--- src/rtl/branch_resolver.sv ---
// Branch/jump resolver sitting after EX: decides taken/not-taken, issues a
// held redirect to fetch, then flushes IF/ID for two cycles.
// Optional statistics counters are enabled with `define BRANCH_STATS_EN;
// without it the count ports are tied to zero.
module branch_resolver (
    input  logic        i_clk,
    input  logic        i_reset,
    input  logic        i_valid,
    output logic        o_ready,
    input  logic        i_is_jump,
    input  logic [2:0]  i_funct3,
    input  logic [31:0] i_target,
    output logic        o_br_un,
    input  logic        i_br_less,
    input  logic        i_br_equal,
    output logic        o_redirect_valid,
    output logic [31:0] o_redirect_pc,
    input  logic        i_redirect_ready,
    output logic        o_flush,
    output logic [31:0] o_branch_count,
    output logic [31:0] o_taken_count
);

    typedef enum logic [1:0] {
        IDLE     = 2'd0,
        REDIRECT = 2'd1,
        FLUSH    = 2'd2
    } state_t;

    state_t      state_q, state_d;
    logic [1:0]  flush_cnt_q, flush_cnt_d;
    logic [31:0] redirect_pc_q;
    logic        accept;
    logic        taken;
    logic [31:0] aligned_target;

    // Comparator unsigned select follows funct3 directly (BLTU/BGEU)
    always_comb begin
        o_br_un = (i_funct3 == 3'b110) || (i_funct3 == 3'b111);
    end

    // Taken decode from the live EX inputs; only consumed on the accept edge
    always_comb begin
        taken = 1'b0;
        if (i_is_jump) begin
            taken = 1'b1;
        end else begin
            unique case (i_funct3)
                3'b000:         taken = i_br_equal;
                3'b001:         taken = !i_br_equal;
                3'b100, 3'b110: taken = i_br_less;
                3'b101, 3'b111: taken = !i_br_less;
                default:        taken = 1'b0;
            endcase
        end
    end

    assign accept         = i_valid && (state_q == IDLE);
    assign aligned_target = i_target & ~32'd1;

    // Next-state, flush counter and state-decoded outputs
    always_comb begin
        state_d          = state_q;
        flush_cnt_d      = flush_cnt_q;
        o_ready          = 1'b0;
        o_redirect_valid = 1'b0;
        o_flush          = 1'b0;
        unique case (state_q)
            IDLE: begin
                o_ready = 1'b1;
                if (accept && taken) begin
                    state_d = REDIRECT;
                end
            end
            REDIRECT: begin
                o_redirect_valid = 1'b1;
                if (i_redirect_ready) begin
                    state_d     = FLUSH;
                    flush_cnt_d = 2'd1;
                end
            end
            FLUSH: begin
                o_flush = 1'b1;
                if (flush_cnt_q == 2'd0) begin
                    state_d = IDLE;
                end else begin
                    flush_cnt_d = flush_cnt_q - 2'd1;
                end
            end
            default: begin
                state_d = IDLE;
            end
        endcase
    end

    // State, flush counter and captured redirect target
    always_ff @(posedge i_clk or negedge i_reset) begin
        if (!i_reset) begin
            state_q       <= IDLE;
            flush_cnt_q   <= '0;
            redirect_pc_q <= '0;
        end else begin
            state_q     <= state_d;
            flush_cnt_q <= flush_cnt_d;
            if (accept && taken) begin
                redirect_pc_q <= aligned_target;
            end
        end
    end

    assign o_redirect_pc = redirect_pc_q;

`ifdef BRANCH_STATS_EN
    logic [31:0] branch_cnt_q;
    logic [31:0] taken_cnt_q;

    // Saturating statistics counters, updated on each accept
    always_ff @(posedge i_clk or negedge i_reset) begin
        if (!i_reset) begin
            branch_cnt_q <= '0;
            taken_cnt_q  <= '0;
        end else if (accept) begin
            if (branch_cnt_q != '1) begin
                branch_cnt_q <= branch_cnt_q + 32'd1;
            end
            if (taken && (taken_cnt_q != '1)) begin
                taken_cnt_q <= taken_cnt_q + 32'd1;
            end
        end
    end

    assign o_branch_count = branch_cnt_q;
    assign o_taken_count  = taken_cnt_q;
`else
    assign o_branch_count = '0;
    assign o_taken_count  = '0;
`endif

endmodule

--- config.mk ---
export PLATFORM = sky130hd
export DESIGN_NAME = branch_resolver
export DESIGN_NICKNAME = d
export VERILOG_FILES = /design/src/rtl/branch_resolver.sv
export SDC_FILE = /design/constraint.sdc
export NUM_CORES = 1
export LEC_CHECK = 0
export CAP_MARGIN = 0
export CORE_MARGIN = 2
export CORE_UTILIZATION = 39
export CTS_BUF_LIST = sky130_fd_sc_hd__clkbuf_4 sky130_fd_sc_hd__clkbuf_8
export DETAILED_ROUTE_END_ITERATION = 7
export PLACE_DENSITY = 0.89
export SLEW_MARGIN = 25
export SYNTH_ARGS = -nofsm -noshare
export SYNTH_HDL_FRONTEND = slang
export SYNTH_SLANG_ARGS = --single-unit
--- constraint.sdc ---
create_clock -name i_clk -period 3.5 [get_ports i_clk]
set_input_delay 1.05 -clock i_clk [delete_from_list [all_inputs] [get_ports i_clk]]
set_output_delay 1.05 -clock i_clk [all_outputs]
set_load 0.02 [all_outputs]
==> flow_summary_export.csv, run 1 <==
group,metric,value,unit
worst_setup_path,path_cells,"clkdlybuf4s50_1 > and2_2 > clkdlybuf4s50_1",
placed_design,placed_area,2576,sq um
yosys,synth_top_family_by_area,"buffers and inverters",
cts,clk_latency,0.28,ns
routing,vias_per_cell,3.896,
timing,fmax,295.4,MHz
global_routing,grt_usage,0.1217,
placed_design,gp_congestion,0.6524,
floorplanning,ios,142,
hold_path,hold_depth,1,
global_routing,grt_overflow,0,
routing,wire_per_inst,11.69,um
power_and_ir_drop,sequentialPowerShare,0.307,
cts,clk_pin_slew_worst_paths,0.07,ns
global_routing,grt_pass1_vias,1087,
finish,fin_nets,280,
floorplanning,die_w,75.67,um
global_routing,grt_pass1_wl,5092,um
floorplanning,die-area,5726,sq um
power_and_ir_drop,total_power,2.354,mW
power_and_ir_drop,switching_power,822.3,uW
finish,nFillCells,429,
yosys,yosys.area_share.adder,0.006246,
yosys,muxShareOfSynthArea,0.2336,
yosys,yosysWarningCount,0,
finish,final_common_cell,"clkdlybuf4s50_1",
finish,final_cell_mix,"clkdlybuf4s50_1 (74), conb_1 (65), dfrtp_1 (35)",
worst_setup_path,cp_top_family,"buffers and inverters",
timing,hold_viol_final,0,
timing,slew_headroom,0.4857,
worst_setup_path,cp_num_cells,3,
routing,post-route-drc-count,0,
power_and_ir_drop,peakVddDrop,372.7,uV
yosys,yosysSeqAreaShare,0.4372,
routing,ant_nets,0,
routing,drt_iter0_drc,15,
cts,ctsHtreeMaxLevel,2,
routing,wirelength,3602,um
finish,drive_gt1_frac,0.1849,
yosys,synth_compound_area_frac,0.01437,
yosys,synth_xor_xnor_area_share,0,
yosys,synthCells,157,
worst_setup_path,critPathSlowestCell,"clkdlybuf4s50_1",
cts,clockBufferDepth,2,
yosys,syn_area,2003,sq um
timing,clock_skew,0.003237,ns
finish,area_growth,34.48,%
cts,root_buffer,"clkbuf_8",
timing,rsz0062_at_grt,"no",
timing,period_needed,3.385,ns
power_and_ir_drop,clock_power_share,0.157,
floorplanning,design.core.area,5042,sq um
power_and_ir_drop,swShare,0.3493,
yosys,synth-seq-cells,35,
worst_setup_path,endpoint_kind,"output pin",
worst_setup_path,crit_required,2.45,ns
timing,period_share,0.9672,
cts,cts_num_sinks,35,
floorplanning,start_util,0.3973,
cts,cts_tree,"built",
placed_design,numPortBuffers,75,
worst_setup_path,r2r_cells,5,
worst_setup_path,arrival,2.34,ns
worst_setup_path,worstPathMaxFanout,5,
placed_design,hpwl,2768,um
worst_setup_path,critical_path_class,"in2out",
power_and_ir_drop,powerDensity,874.0,nW/um^2
worst_setup_path,crit_buf_inv,2,
cts,postCtsSetupRepairBufs,0,
worst_setup_path,rrSetupSlack,1.91,ns
cts,numCtsBuffers,5,
job,maxCapViolCount,0,
worst_setup_path,cp_common_cell,"clkdlybuf4s50_1",
run_status,status,"completed",
power_and_ir_drop,p_leak,1.281,nW
power_and_ir_drop,p_comb_frac,0.536,
timing,setup_ws,0.1147,ns
global_routing,grt_max_degree,36,
hold_path,hp-class,"reg2reg",
timing,whs,0.5086,ns
timing,setup_viol_count_final,0,
cts,cts_resized,0,
power_and_ir_drop,p_int,1.532,mW
finish,n_antenna_cell,0,
placed_design,pre_cts_slack,0.1208,ns
worst_setup_path,critPathMaxStageDelay,0.59,ns
finish,finalInstanceArea,2694,sq um
worst_setup_path,worstSetupStartpointType,"input port",
timing,setup_tns,0,ns
floorplanning,fp-row-count,26,
yosys,syn_area_per_cell,12.76,sq um
timing,tightestPinTransition,0.7715,ns
routing,drtPass1Iterations,2,
floorplanning,die_y,75.67,um
yosys,synth_cell_types,22,
global_routing,antenna_found_initial,0,
yosys,yosys.area_share.simple,0.03685,
routing,vias,1200,
cts,postCtsHoldBufs,0,
timing,slew_viol_final,0,
==> worst paths after layout <==
check | to | startpoint
worst max-delay path | o_br_un | i_funct3[2]
worst max register to register | o_redirect_pc[1]$_DFFE_PN0P_ | state_q[0]$_DFFE_PN0P_
min in group asynchronous | o_redirect_pc[30]$_DFFE_PN0P_ | i_reset
max in group asynchronous | o_redirect_pc[15]$_DFFE_PN0P_ | i_reset
worst min register to register | o_redirect_pc[12]$_DFFE_PN0P_ | o_redirect_pc[12]$_DFFE_PN0P_
worst min-delay path | o_redirect_pc[12]$_DFFE_PN0P_ | o_redirect_pc[12]$_DFFE_PN0P_
==> routing by layer <==
layer | wire length, um | up-vias | global-route usage
li1 | - | 543 | -
met1 | 1347 | 573 | 0.1238
met2 | 1888 | 80 | 0.2222
met3 | 331 | 4 | 0.05291
met4 | 34 | 0 | 0.04094
met5 | 0 | - | 0
==> synth_stat cells, drive strengths merged <==
master | n | area, sq um
a2111oi | 1 | 10.01
a21oi | 1 | 5.000
nor2b | 2 | 12.51
nor4b | 1 | 8.760
and2 | 1 | 7.510
mux2 | 31 | 457.9
inv | 5 | 18.77
buf | 68 | 521.8
nand2 | 1 | 3.750
a21o | 1 | 7.510
nor2 | 1 | 3.750
nor3 | 2 | 15.01
conb | 1 | 3.750
nor3b | 2 | 15.01
mux2i | 1 | 10.01
and2b | 1 | 7.510
dfrtp | 35 | 875.8
o22ai | 1 | 6.260
ha | 1 | 12.51
==> cell families (layout without fill, tap and decap cells) <==
logic type               count (synthesis)  after routing
AO/OA/AOI/OAI                            4              4
flip-flops                              35             35
multiplexers                            32             32
adder cells (fa/ha/maj)                  1              1
other                                    1             65
buffers and inverters                   73             90
AND/OR/NAND/NOR                         11             11
==> stage by stage <==
stage / std cells / utilization
floorplan: 221 / -
finish: 308 / 0.5342
global placement: 300 / 0.5109
global route: 308 / 0.5342
CTS: 308 / 0.5342
detailed placement: 300 / 0.5109
==> power groups by stage <==
stage / combinational [mW] / clock (mW) / sequential, mW
after CTS: 1.28 / 0.387 / 0.726
after global routing: 1.34 / 0.405 / 0.748
after global placement: 1.25 / 0 / 0.720
after detailed placement: 1.27 / 0 / 0.727
after floorplan: 0.575 / 0 / 0.947
final: 1.26 / 0.370 / 0.723
==> sequential cells by signal, summed over array words and instances, names as in the netlist <==
signal,count
flush_cnt_q,2
o_redirect_pc,31
state_q,2
==> final cells by class <==
class / instances / area, sq um / share of cell area
flip-flops and latches: 35 / 875.8 / 0.3251
clock inverters: 2 / 35.03 / 0.01301
inverters: 5 / 18.77 / 0.006967
clock buffers: 6 / 82.58 / 0.03065
repair buffers: 77 / 760.7 / 0.2824
well taps: 70 / 87.58 / 0.03251
multi-input cells: 113 / 833.3 / 0.3093
Power figures use the tool's default switching activity.
==> run 2: changes to the inputs <==
--- a/config.mk
+++ b/config.mk
@@ -11,6 +11,7 @@
 export CTS_BUF_LIST = sky130_fd_sc_hd__clkbuf_4 sky130_fd_sc_hd__clkbuf_8
 export DETAILED_ROUTE_END_ITERATION = 7
 export PLACE_DENSITY = 0.89
+export SETUP_SLACK_MARGIN = 0.1
 export SLEW_MARGIN = 25
 export SYNTH_ARGS = -nofsm -noshare
 export SYNTH_HDL_FRONTEND = slang
==> flow_summary_export.csv, run 2 (same netlist as run 1, synthesis figures left out) <==
group,metric,value,unit
run_status,status,"completed",
floorplanning,ios,142,
power_and_ir_drop,powerDensity,873.1,nW/um^2
floorplanning,start_util,0.3973,
timing,fmax,333.2,MHz
finish,fin_nets,280,
worst_setup_path,rrSetupSlack,1.91,ns
timing,setup_viol_count_final,0,
placed_design,numPortBuffers,75,
cts,postCtsSetupRepairBufs,0,
floorplanning,die_w,75.67,um
routing,post-route-drc-count,0,
routing,wire_per_inst,11.69,um
timing,tightestPinTransition,0.7715,ns
power_and_ir_drop,peakVddDrop,372.7,uV
hold_path,hold_path_end,"o_redirect_pc[12]$_DFFE_PN0P_",
placed_design,pre_cts_slack,0.1208,ns
finish,drive_gt1_frac,0.1849,
routing,wirelength,3601,um
timing,setup_ws,0.4990,ns
timing,slew_viol_final,0,
placed_design,placed_area,2576,sq um
floorplanning,design.core.area,5042,sq um
floorplanning,die_y,75.67,um
power_and_ir_drop,clock_power_share,0.157,
timing,setup_tns,0,ns
timing,hold_viol_final,0,
cts,numCtsBuffers,5,
worst_setup_path,arrival,1.95,ns
cts,root_buffer,"clkbuf_8",
routing,drt_iter0_drc,15,
cts,cts_tree,"built",
finish,post-route-util,0.5347,
routing,ant_nets,0,
finish,final_common_cell,"clkdlybuf4s50_1",
global_routing,grt_overflow,0,
timing,slew_headroom,0.4857,
timing,period_share,0.8574,
power_and_ir_drop,p_comb_frac,0.536,
timing,period_needed,3.001,ns
power_and_ir_drop,sequentialPowerShare,0.307,
finish,n_antenna_cell,0,
power_and_ir_drop,total_power,2.354,mW
finish,area_growth,34.60,%
placed_design,gp_congestion,0.6524,
worst_setup_path,crit_required,2.45,ns
finish,finalNonFillerCells,308,
worst_setup_path,worstSetupStartpointType,"input port",
hold_path,hp-class,"reg2reg",
global_routing,antenna_found_initial,0,
timing,rsz0062_at_grt,"no",
worst_setup_path,r2r_cells,5,
routing,drtPass1Iterations,2,
global_routing,grt_usage,0.1217,
hold_path,hold_depth,1,
timing,clock_skew,0.003237,ns
worst_setup_path,critical_path_class,"in2out",
worst_setup_path,worstPathMaxFanout,5,
placed_design,hpwl,2768,um
placed_design,placed_cells,300,
routing,vias_per_cell,3.896,
floorplanning,fp-row-count,26,
finish,largest_register_ffs,31,
power_and_ir_drop,p_int,1.532,mW
worst_setup_path,r2r-start,"state_q[0]$_DFFE_PN0P_",
floorplanning,die-area,5726,sq um
cts,ctsHtreeMaxLevel,2,
routing,vias,1200,
power_and_ir_drop,swShare,0.3493,
global_routing,grt_pass1_vias,1087,
global_routing,grt_pass1_wl,5092,um
worst_setup_path,endpoint_kind,"output pin",
global_routing,grt_max_degree,36,
finish,nFillCells,430,
cts,clk_pin_slew_worst_paths,0.07,ns
power_and_ir_drop,p_leak,1.295,nW
job,maxCapViolCount,0,
cts,postCtsHoldBufs,0,
cts,cts_num_sinks,35,
cts,clockBufferDepth,2,
hold_path,min_from,"o_redirect_pc[12]$_DFFE_PN0P_",
worst_setup_path,critPathLaunch,"i_funct3[2]",
finish,final_cell_mix,"clkdlybuf4s50_1 (73), conb_1 (65), dfrtp_1 (35)",
cts,clk_latency,0.28,ns
timing,whs,0.5086,ns
finish,finalInstanceArea,2696,sq um
power_and_ir_drop,switching_power,822.3,uW
worst_setup_path,r2r_end,"o_redirect_pc[1]$_DFFE_PN0P_",
[run 2: cell type report]
| cell class | instances | area, sq um | area share |
|---|---|---|---|
| clock buffers | 6 | 82.58 | 0.03063 |
| clock inverters | 2 | 35.03 | 0.01299 |
| inverters | 5 | 18.77 | 0.006961 |
| multi-input cells | 113 | 833.3 | 0.3090 |
| flip-flops and latches | 35 | 875.8 | 0.3248 |
| well taps | 70 | 87.58 | 0.03248 |
| repair buffers | 77 | 763.2 | 0.2831 |
[run 2: timing repair]
item | in CTS | in global routing
endpoints found under the setup margin | 0 | 1
hold endpoints to repair | 0 | 0
gates resized for setup | 0 | 1
[run 2: per-layer routing]
metal  global-route usage  part of all wire  wire [um]  vias to the layer above
met5                    0                 0          0                        -
met4              0.04094            0.0094         34                        0
met3              0.05291             0.092        331                        4
met2               0.2222              0.52       1889                       80
met1               0.1238              0.37       1346                      573
li1                     -                 -          -                      543
[run 2: worst max-delay path by stage]
stage	cells past startpoint	slack, ns	endpoint
3_5_place_dp	3	0.12	o_br_un
4_1_cts	3	0.12	o_br_un
6_report	3	0.50	o_br_un
5_1_grt	3	0.46	o_br_un
2_1_floorplan	1	1.19	o_br_un
3_3_place_gp	3	0.14	o_br_un
[run 2: critical path, stage by stage]
cell and delay [ns]:
clkdlybuf4s50_1 0.53, and2_2 0.15, dlymetal6s2s_1 0.21
[run 2: power groups by stage]
stage          clock network (mW)  logic [mW]  registers [mW]
6_report                    0.370        1.26           0.723
2_1_floorplan                   0       0.575           0.947
3_3_place_gp                    0        1.25           0.720
5_1_grt                     0.405        1.34           0.748
4_1_cts                     0.387        1.28           0.726
3_5_place_dp                    0        1.27           0.727
